## src/rtl/in_ram_loader.sv

```systemverilog
// Frame loader: fills a DEPTH x WIDTH register array from a valid/ready stream,
// then holds the frame for a consumer until released.
module in_ram_loader #(
  parameter int WIDTH = 16,
  parameter int DEPTH = 16,
  localparam int AW = $clog2(DEPTH)
) (
  input  logic             clk,
  input  logic             rst,
  input  logic             s_valid,
  input  logic [WIDTH-1:0] s_data,
  output logic             s_ready,
  input  logic [AW-1:0]    rd_addr,
  output logic [WIDTH-1:0] rd_data,
  output logic             start,
  output logic             full,
  input  logic             frame_release,
  input  logic             clear,
  output logic [AW:0]      level
);

  localparam logic [1:0] FILL  = 2'd0;
  localparam logic [1:0] START = 2'd1;
  localparam logic [1:0] HOLD  = 2'd2;

  localparam logic [AW-1:0] LAST_ADDR = AW'(DEPTH - 1);
  localparam logic [AW-1:0] PTR_ONE   = {{(AW-1){1'b0}}, 1'b1};
  localparam logic [AW:0]   LVL_ONE   = {{AW{1'b0}}, 1'b1};

  logic [1:0]       state_q, state_d;
  logic [AW-1:0]    wr_ptr_q, wr_ptr_d;
  logic [AW:0]      level_q, level_d;
  logic             s_ready_q, s_ready_d;
  logic             start_q, start_d;
  logic             full_q, full_d;
  logic             we_s;
  logic [WIDTH-1:0] mem_q [DEPTH];

  // Next-state logic; clear overrides every state and drops any coincident beat.
  always_comb begin
    state_d  = state_q;
    wr_ptr_d = wr_ptr_q;
    level_d  = level_q;
    we_s     = 1'b0;
    if (clear) begin
      state_d  = FILL;
      wr_ptr_d = {AW{1'b0}};
      level_d  = {(AW+1){1'b0}};
    end else begin
      case (state_q)
        FILL: begin
          if (s_valid && s_ready_q) begin
            we_s     = 1'b1;
            wr_ptr_d = wr_ptr_q + PTR_ONE;
            level_d  = level_q + LVL_ONE;
            if (wr_ptr_q == LAST_ADDR) begin
              state_d = START;
            end else begin
              state_d = FILL;
            end
          end else begin
            state_d = FILL;
          end
        end
        START: begin
          state_d = HOLD;
        end
        HOLD: begin
          if (frame_release) begin
            state_d  = FILL;
            wr_ptr_d = {AW{1'b0}};
            level_d  = {(AW+1){1'b0}};
          end else begin
            state_d = HOLD;
          end
        end
        default: begin
          state_d  = FILL;
          wr_ptr_d = {AW{1'b0}};
          level_d  = {(AW+1){1'b0}};
        end
      endcase
    end
  end

  // Outputs are decoded from the next state so they leave flops directly.
  always_comb begin
    s_ready_d = (state_d == FILL);
    start_d   = (state_d == START);
    full_d    = (state_d == START) || (state_d == HOLD);
  end

  // Control state registers.
  always_ff @(posedge clk or posedge rst) begin
    if (rst) begin
      state_q   <= FILL;
      wr_ptr_q  <= {AW{1'b0}};
      level_q   <= {(AW+1){1'b0}};
      s_ready_q <= 1'b1;
      start_q   <= 1'b0;
      full_q    <= 1'b0;
    end else begin
      state_q   <= state_d;
      wr_ptr_q  <= wr_ptr_d;
      level_q   <= level_d;
      s_ready_q <= s_ready_d;
      start_q   <= start_d;
      full_q    <= full_d;
    end
  end

  // Frame storage; reset zeroes every word so a discarded frame never leaks.
  always_ff @(posedge clk or posedge rst) begin
    if (rst) begin
      for (int i = 0; i < DEPTH; i++) begin
        mem_q[i] <= {WIDTH{1'b0}};
      end
    end else if (we_s) begin
      mem_q[wr_ptr_q] <= s_data;
    end
  end

  assign rd_data = mem_q[rd_addr];
  assign s_ready = s_ready_q;
  assign start   = start_q;
  assign full    = full_q;
  assign level   = level_q;

endmodule

```

## config.mk

```make
export PLATFORM = sky130hd
export DESIGN_NAME = in_ram_loader
export DESIGN_NICKNAME = d
export VERILOG_FILES = /design/src/rtl/in_ram_loader.sv
export SDC_FILE = /design/constraint.sdc
export NUM_CORES = 1
export LEC_CHECK = 0
export CAP_MARGIN = 0
export CORE_MARGIN = 3
export CORE_UTILIZATION = 68
export DETAILED_ROUTE_END_ITERATION = 6
export DONT_BUFFER_PORTS = 1
export PLACE_DENSITY = 0.84
export REMOVE_ABC_BUFFERS = 1
export SYNTH_ARGS = -nofsm -noshare
export SYNTH_HDL_FRONTEND = slang
export SYNTH_SLANG_ARGS = --single-unit
export TNS_END_PERCENT = 5
```

## constraint.sdc

```tcl
create_clock -name clk -period 15.52 [get_ports clk]
set_input_delay 0.776 -clock clk [delete_from_list [all_inputs] [get_ports clk]]
set_output_delay 0.776 -clock clk [all_outputs]
set_load 0.02 [all_outputs]
```

==> results.md, run 1 <==
* Clk buf depth at 3
* Worst Hold Class: primary input to async pin
* Max IR drop VDD at roughly 0.11 mV
* # IOs at approximately 50
* Hold_buf cts at 0
* Cells after DPL at roughly 940
* Critical Path Fanout Max at 17
* Drt drc at 0
* Starting DRC count in detailed routing at 447
* Crit end category: flip-flop
* Max_cap viols at 0
* PortBufs at 0
* YS warnings at 0
* Fin. Hold Viols at 0
* Vias in the first global route at roughly 7400
* Setup violations, final at 0
* Hpwl dp at ~15000 µm
* Register area share after synthesis at between 50 and 60%
* Status: finished, final reports clean
* Yosys cell types at 37
* Worst-Skew Late Latency at 0.53 ns
* Sequential Area at between 0.006 and 0.007 mm²
* Die span in x at roughly 140 µm
* Nets at roughly 800
* Multi-input logic area at approximately 0.0052 mm²
* RSZ-0062 raised after global routing: false
* Post-CTS Setup Bufs at 0
* GRT Util Overall at between 20% and 30%
* WHS at 0.182 ns
* Power per cell area at ~130 mW/mm²
* Post-Route Skew at between 0.015 and 0.02 ns
* Crit-path cells: nor3_4 > and3_1 > nand3_2 > mux2_2
* DR pass1 iterations at 5
* Routed length per instance at between 20 and 30 µm
* Slowest-stage cell, CP: and3_1
* Largest net degree at the start of global routing at between 90 and 100
* Die Height at roughly 140 µm
* Total wire length at between 20000 and 30000 µm
* Mapped cell area at ~0.012 mm²
* Period utilization at approximately a fifth
* Global placement routability congestion at a little under 0.8
* Critical path class: flip-flop to flip-flop
* Final max-slew violation count at 0
* Final ANT Viol Nets at 0
* Vias at 6686
* Share of cells above drive strength 1 at between 50% and 60%
* Main flop type after synthesis: dfrtp_1
* Initial antenna violation count at 0
* CTS tree: done
* Setup TNS at 0 ns
* CP Data Required Time at approximately 16 ns
* Flops & latches, synth at between 200 and 300
* Max Freq at about 310 MHz
* Slew HR at a little over an eighth
* Largest delay share family, worst path: simple AND/OR/NAND/NOR gates
* H-tree lvl count at 1
* Area of the die at 0.0197 mm²
* EDFF count, synth at 0
* Synth Instances at approximately 770
* Rows at between 40 and 50
* Critical path's largest stage delay at roughly 0.89 ns
* Post-placement cell area at about 0.012 mm²
* Ys async rst share at 100%
* First-pass GRT wire length at around 42000 µm
* Avg Cell Area, Syn at about 16 µm²
* TritonCTS Buffers at 27
* CTS Root Cell: clkbuf_16
* Fillcell total at about 1000
* Final instance area at ~0.013 mm²
* # resized after CTS at 0
* Starting Density at 70.2%
* CP Buf/Inv Count at 0
* Core Area at approximately 0.017 mm²
* Startpoint types: flip-flop
* Diodes inserted at 0
* Fin crit period at 3.19 ns
* Area Growth Syn to Fin at 7.68%
* Critical Path AT at around 3.6 ns
* Worst-Margin Slew at ~1.3 ns
* Sinks on Clock Net at 270
* Via/cell ratio at slightly below 7
* Non-Filler Instances at between 900 and 1000
* Clock transition at path regs at approximately 0.060 ns
* Static Leak at approximately 6.3 nW
* GR Overflow Total at 0
==> layout make-up <==
cell class | instances | area share, %
inverter | 7 | 0.256
sequential | 270 | 51.1
timing repair buffer | 7 | 0.398
multi-input combinational | 434 | 39.2
clock inverter | 9 | 0.795
clock buffer | 41 | 6.11
tap | 225 | 2.13
==> logic make-up after synthesis <==
family	share of synthesized area [%]
adders and majority gates	0.713
buffers and inverters	2.75
AOI/OAI and AO/OA	2.62
muxes	35.5
DFF	55.0
and+or+nand+nor	3.40
==> Yosys cell counts, types with 2 or more instances <==
master,instances,area (µm²)
dfrtp_1,269,6730
mux2_2,255,2870
mux4_2,64,1440
a22oi_1,32,240
clkbuf_1,30,113
nand2_1,22,82.6
buf_2,15,75.1
buf_6,7,78.8
ha_1,7,87.6
inv_1,7,26.3
a31oi_1,6,37.5
nand3_4,5,87.6
nor2_1,5,18.8
nor2b_1,5,31.3
nand3_1,4,20.0
nand3_2,4,40.0
a41oi_1,3,26.3
buf_4,3,22.5
mux2i_1,3,30.0
nand4_2,3,37.5
buf_1,2,7.51
nor3b_1,2,15.0
o21ai_0,2,10.0
==> power breakdown <==
group | switching (mW) | internal (mW)
clock | 0.268 | 0.393
sequential | 0.0614 | 0.806
combinational | 0.0873 | 0.134
==> flip-flops by register name, indices dropped and copies added (netlist names) <==
name	cells
state_q	2
start	1
mem_q	256
level	5
s_ready	1
wr_ptr_q	4
full	1
==> through the flow <==
stage | setup WS, ns | power [mW] | utilization [%]
after floorplan | 7.31 | 1.04 | -
after global placement | 12.24 | 1.07 | 70.4
after detailed placement | 12.08 | 1.10 | 70.4
after CTS | 12.39 | 1.76 | 75.6
after global routing | 12.22 | 1.81 | 75.6
final | 12.33 | 1.75 | 75.6
==> metal layers <==
metal	track usage, %	vias to the layer above	share of wire, %
met5	0	-	0
met4	8.11	0	2.8
met3	3.86	48	4.0
met2	45.6	169	51
met1	37.2	3614	42
li1	-	2855	-
==> worst paths after layout <==
| path | start | end | slack (ns) | cells after the start |
|---|---|---|---|---|
| max in group asynchronous | rst | mem_q[32] | 12.77 | 3 |
| min | rst | mem_q[250] | 0.18 | 1 |
| max | state_q[1] | mem_q[238] | 12.33 | 4 |
| min reg2reg | mem_q[151] | mem_q[151] | 0.50 | 1 |
| min in group clk | clear | state_q[1] | 0.30 | 1 |
| max reg2reg | state_q[1] | mem_q[238] | 12.33 | 4 |
==> cells in the final DEF, fill, tap and decap left out, drive strengths merged, types with 7 or more instances in the layout <==
cell	n
ha	7
a22oi	32
buf	7
mux4	64
clkbuf	41
inv	9
nand3	13
dfrtp	269
mux2	256
nand2	22
Power figures use the tool's default switching activity.
==> inputs of run 2 (changes only) <==
--- a/config.mk
+++ b/config.mk
@@ -7,10 +7,10 @@
 export LEC_CHECK = 0
 export CAP_MARGIN = 0
 export CORE_MARGIN = 3
-export CORE_UTILIZATION = 68
+export CORE_UTILIZATION = 57
 export DETAILED_ROUTE_END_ITERATION = 6
 export DONT_BUFFER_PORTS = 1
-export PLACE_DENSITY = 0.84
+export PLACE_DENSITY = 0.75
 export REMOVE_ABC_BUFFERS = 1
 export SYNTH_ARGS = -nofsm -noshare
 export SYNTH_HDL_FRONTEND = slang
==> constraint.sdc (replaced) <==
create_clock -name clk -period 2.6 [get_ports clk]
set_input_delay 0.13 -clock clk [delete_from_list [all_inputs] [get_ports clk]]
set_output_delay 0.13 -clock clk [all_outputs]
set_load 0.02 [all_outputs]
==> run 2 against run 1 <==
Against the previous run:
- global-route usage is 4.2 points lower
- fmax is 41% higher
- non-clock buffer count rose by 39
- first-iteration DRC count shrank 9.6%
- register-to-register slack got worse by 12 ns
- sequential share of layout area fell by 1.8 points
- flip-flop and latch count is the same
- clock power rose to 6.1 times the previous value
- sequential power grew to 5.9 times the previous value
- wire length grew 0.52%
- count of clock-buffer cells in the layout up 7
- critical endpoint is now mem_q[142]
- largest power group unchanged
==> results.md, run 2 (synthesis gave the netlist of run 1 again) <==
* Status: finished, final reports clean
* Slew HR at 57.5% (+44 points)
* Via/cell ratio at 6.24 (-7.4%)
* Largest delay share family, worst path: simple AND/OR/NAND/NOR gates
* Max_cap viols at 0 (unchanged)
* Non-Filler Instances at 1084 (+9.2%)
* GR Overflow Total at 0 (unchanged)
* CP Buf/Inv Count at 1 (+1)
* Commonest cells after routing, fill and taps aside: 269 x dfrtp_1, 255 x mux2_2, 64 x mux4_2
* Final instance area at 0.0137 mm² (+3.7%)
* H-tree lvl count at 1 (unchanged)
* Total wire length at 26100 µm (+0.52%)
* Final max-slew violation count at 0 (unchanged)
* Power per cell area at 772 mW/mm² (+480%)
* # IOs at 49 (unchanged)
* Fin crit period at 2.27 ns (-0.925 ns)
* Max IR drop VDD at 0.577 mV (+420%)
* Crit end category: flip-flop
* Nets at 819 (+5.1%)
* DR pass1 iterations at 5 (unchanged)
* Clock transition at path regs at 0.06 ns (about the same)
* Clk buf depth at 3 (unchanged)
* PortBufs at 0 (unchanged)
* Int Pwr at 8.08 mW (+510%)
* Sw Ratio at 23.6% (-0.18 points)
* Critical Path AT at 2.68 ns (-0.91 ns)
* Drt drc at 0 (unchanged)
* TritonCTS Buffers at 28 (+3.7%)
* Max Freq at 441 MHz (+41%)
* Die span in x at 153 µm (+8.8%)
* Hpwl dp at 15700 µm (+6.6%)
* Largest net degree at the start of global routing at 88 (-7.4%)
* Area of the die at 0.0233 mm² (+18%)
* CTS tree: done
* Post-Route Skew at 0.00749 ns (-0.00896 ns)
* Worst-Skew Late Latency at 0.53 ns (about the same)
* Vias in the first global route at 7499 (+0.94%)
* Most common cell after layout, fill and taps aside: dfrtp_1
* Area Growth Syn to Fin at 11.6%
* Top reg by flops: mem_q
* WHS at 0.0418 ns (-0.140 ns)
* RSZ-0062 raised after global routing: false
* Rows at 53 (+10%)
* Cells after DPL at 1012 (+7.3%)
* Core Area at 0.0211 mm² (+21%)
* Final Total Pwr at 10.6 mW (+500%)
* Critical Path Fanout Max at 16 (-1)
* Starting Density at 58.2% (-12 points)
* Post-placement cell area at 0.0126 mm² (+2.1%)
* Max reg flops at 256 (unchanged)
* Critical path's largest stage delay at 0.42 ns (-0.47 ns)
* Final ANT Viol Nets at 0 (unchanged)
* Starting DRC count in detailed routing at 404 (-9.6%)
* Setup violations, final at 0 (unchanged)
* First-pass GRT wire length at 42400 µm (+2.1%)
* Comb pwr share at 13.5% (+0.9 points)
* Final worst slack at 0.333 ns (-11.99 ns)
* Routed length per instance at 24.1 µm (-7.9%)
* Worst-Margin Slew at 0.636 ns (-0.659 ns)
* CP Data Required Time at 3.02 ns (-12.90 ns)
* Startpoint types: flip-flop
* Vias at 6759 (+1.1%)
* Clk network pwr share at 37.9% (about the same)
* CTS Root Cell: clkbuf_16
* Setup TNS at 0 ns (unchanged)
* # resized after CTS at 0 (unchanged)
* Period utilization at 87.2% (+67 points)
* Die Height at 153 µm (+8.8%)
* Sinks on Clock Net at 270 (unchanged)
* Post-CTS Setup Bufs at 0 (unchanged)
* Utilization after layout at 65.0% (-11 points)
* Critical path class: flip-flop to flip-flop
* Dpl ws at 0.341 ns (-11.74 ns)
* Share of cells above drive strength 1 at 50.4% (-0.22 points)
* GRT Util Overall at 22.9% (-4.2 points)
* Crit-path cells: nor3_4 > nand4_1 > and2b_1 > buf_4 > mux2_2
* Global placement routability congestion at 0.747 (-3.2%)
* Flop pwr share at 48.6% (-1.0 points)
* Slowest-stage cell, CP: dfrtp_1
* Static Leak at 6.49 nW (+3.1%)
* Switch Pwr at 2.50 mW (+500%)
* Fin. Hold Viols at 0 (unchanged)
* Diodes inserted at 0 (unchanged)
* Initial antenna violation count at 0 (unchanged)
* Worst Hold Class: primary input to flip-flop
==> run 2: cell types whose count changed in the layout (fill, tap and decap cells not counted), moves of 3 or more <==
| cell | change |
|---|---|
| buf_4 | +16 |
| buf_12 | +3 |
| dlygate4sd3_1 | +20 |
| clkbuf_1 | +3 |
==> run 2: per-layer routing <==
| layer | wire (µm) | GRT usage, % |
|---|---|---|
| met1 | 11100 | 30.5 |
| met5 | 0 | 0 |
| met2 | 13400 | 39.8 |
| met3 | 1100 | 3.49 |
| met4 | 606 | 5.98 |
==> run 2: timing repair <==
item                       CTS  global route
hold endpoints to repair   350             0
setup endpoints to repair    0             0
hold buffers                20             0
==> run 2: worst min-delay path, cell delays in order <==
cell	delay, ns
and3_1	0.21
a31oi_1	0.11
o21ai_0	0.08
==> run 2: final cells by class <==
cell class,count,area (µm²)
Clock inverter,4,45.0
Tap cell,275,344
Inverter,7,33.8
Sequential cell,270,6760
Multi-Input combinational cell,434,5200
Fill cell,1423,7380
Clock buffer,48,897
Timing Repair Buffer,46,433
==> run 2: final timing paths <==
kind                            cells past startpoint          to  slack, ns        from
worst max-delay path                                5  mem_q[142]       0.33  state_q[1]
worst min-delay path                                3    level[2]       0.04     s_valid
worst max register to register                      5  mem_q[142]       0.33  state_q[1]
worst min register to register                      1  mem_q[212]       0.50  mem_q[212]
max in group asynchronous                           3   mem_q[25]       1.60         rst
min in group asynchronous                           2  mem_q[125]       0.21         rst
==> run 2: power by group through the flow <==
stage               Combinational [mW]  Sequential, mW  Clock, mW
finish                            1.43            5.14       4.01
CTS                               1.45            5.14       4.08
floorplan                         1.13            5.10          0
global placement                  1.30            5.13          0
detailed placement                1.37            5.21          0
global route                      1.55            5.20       4.25
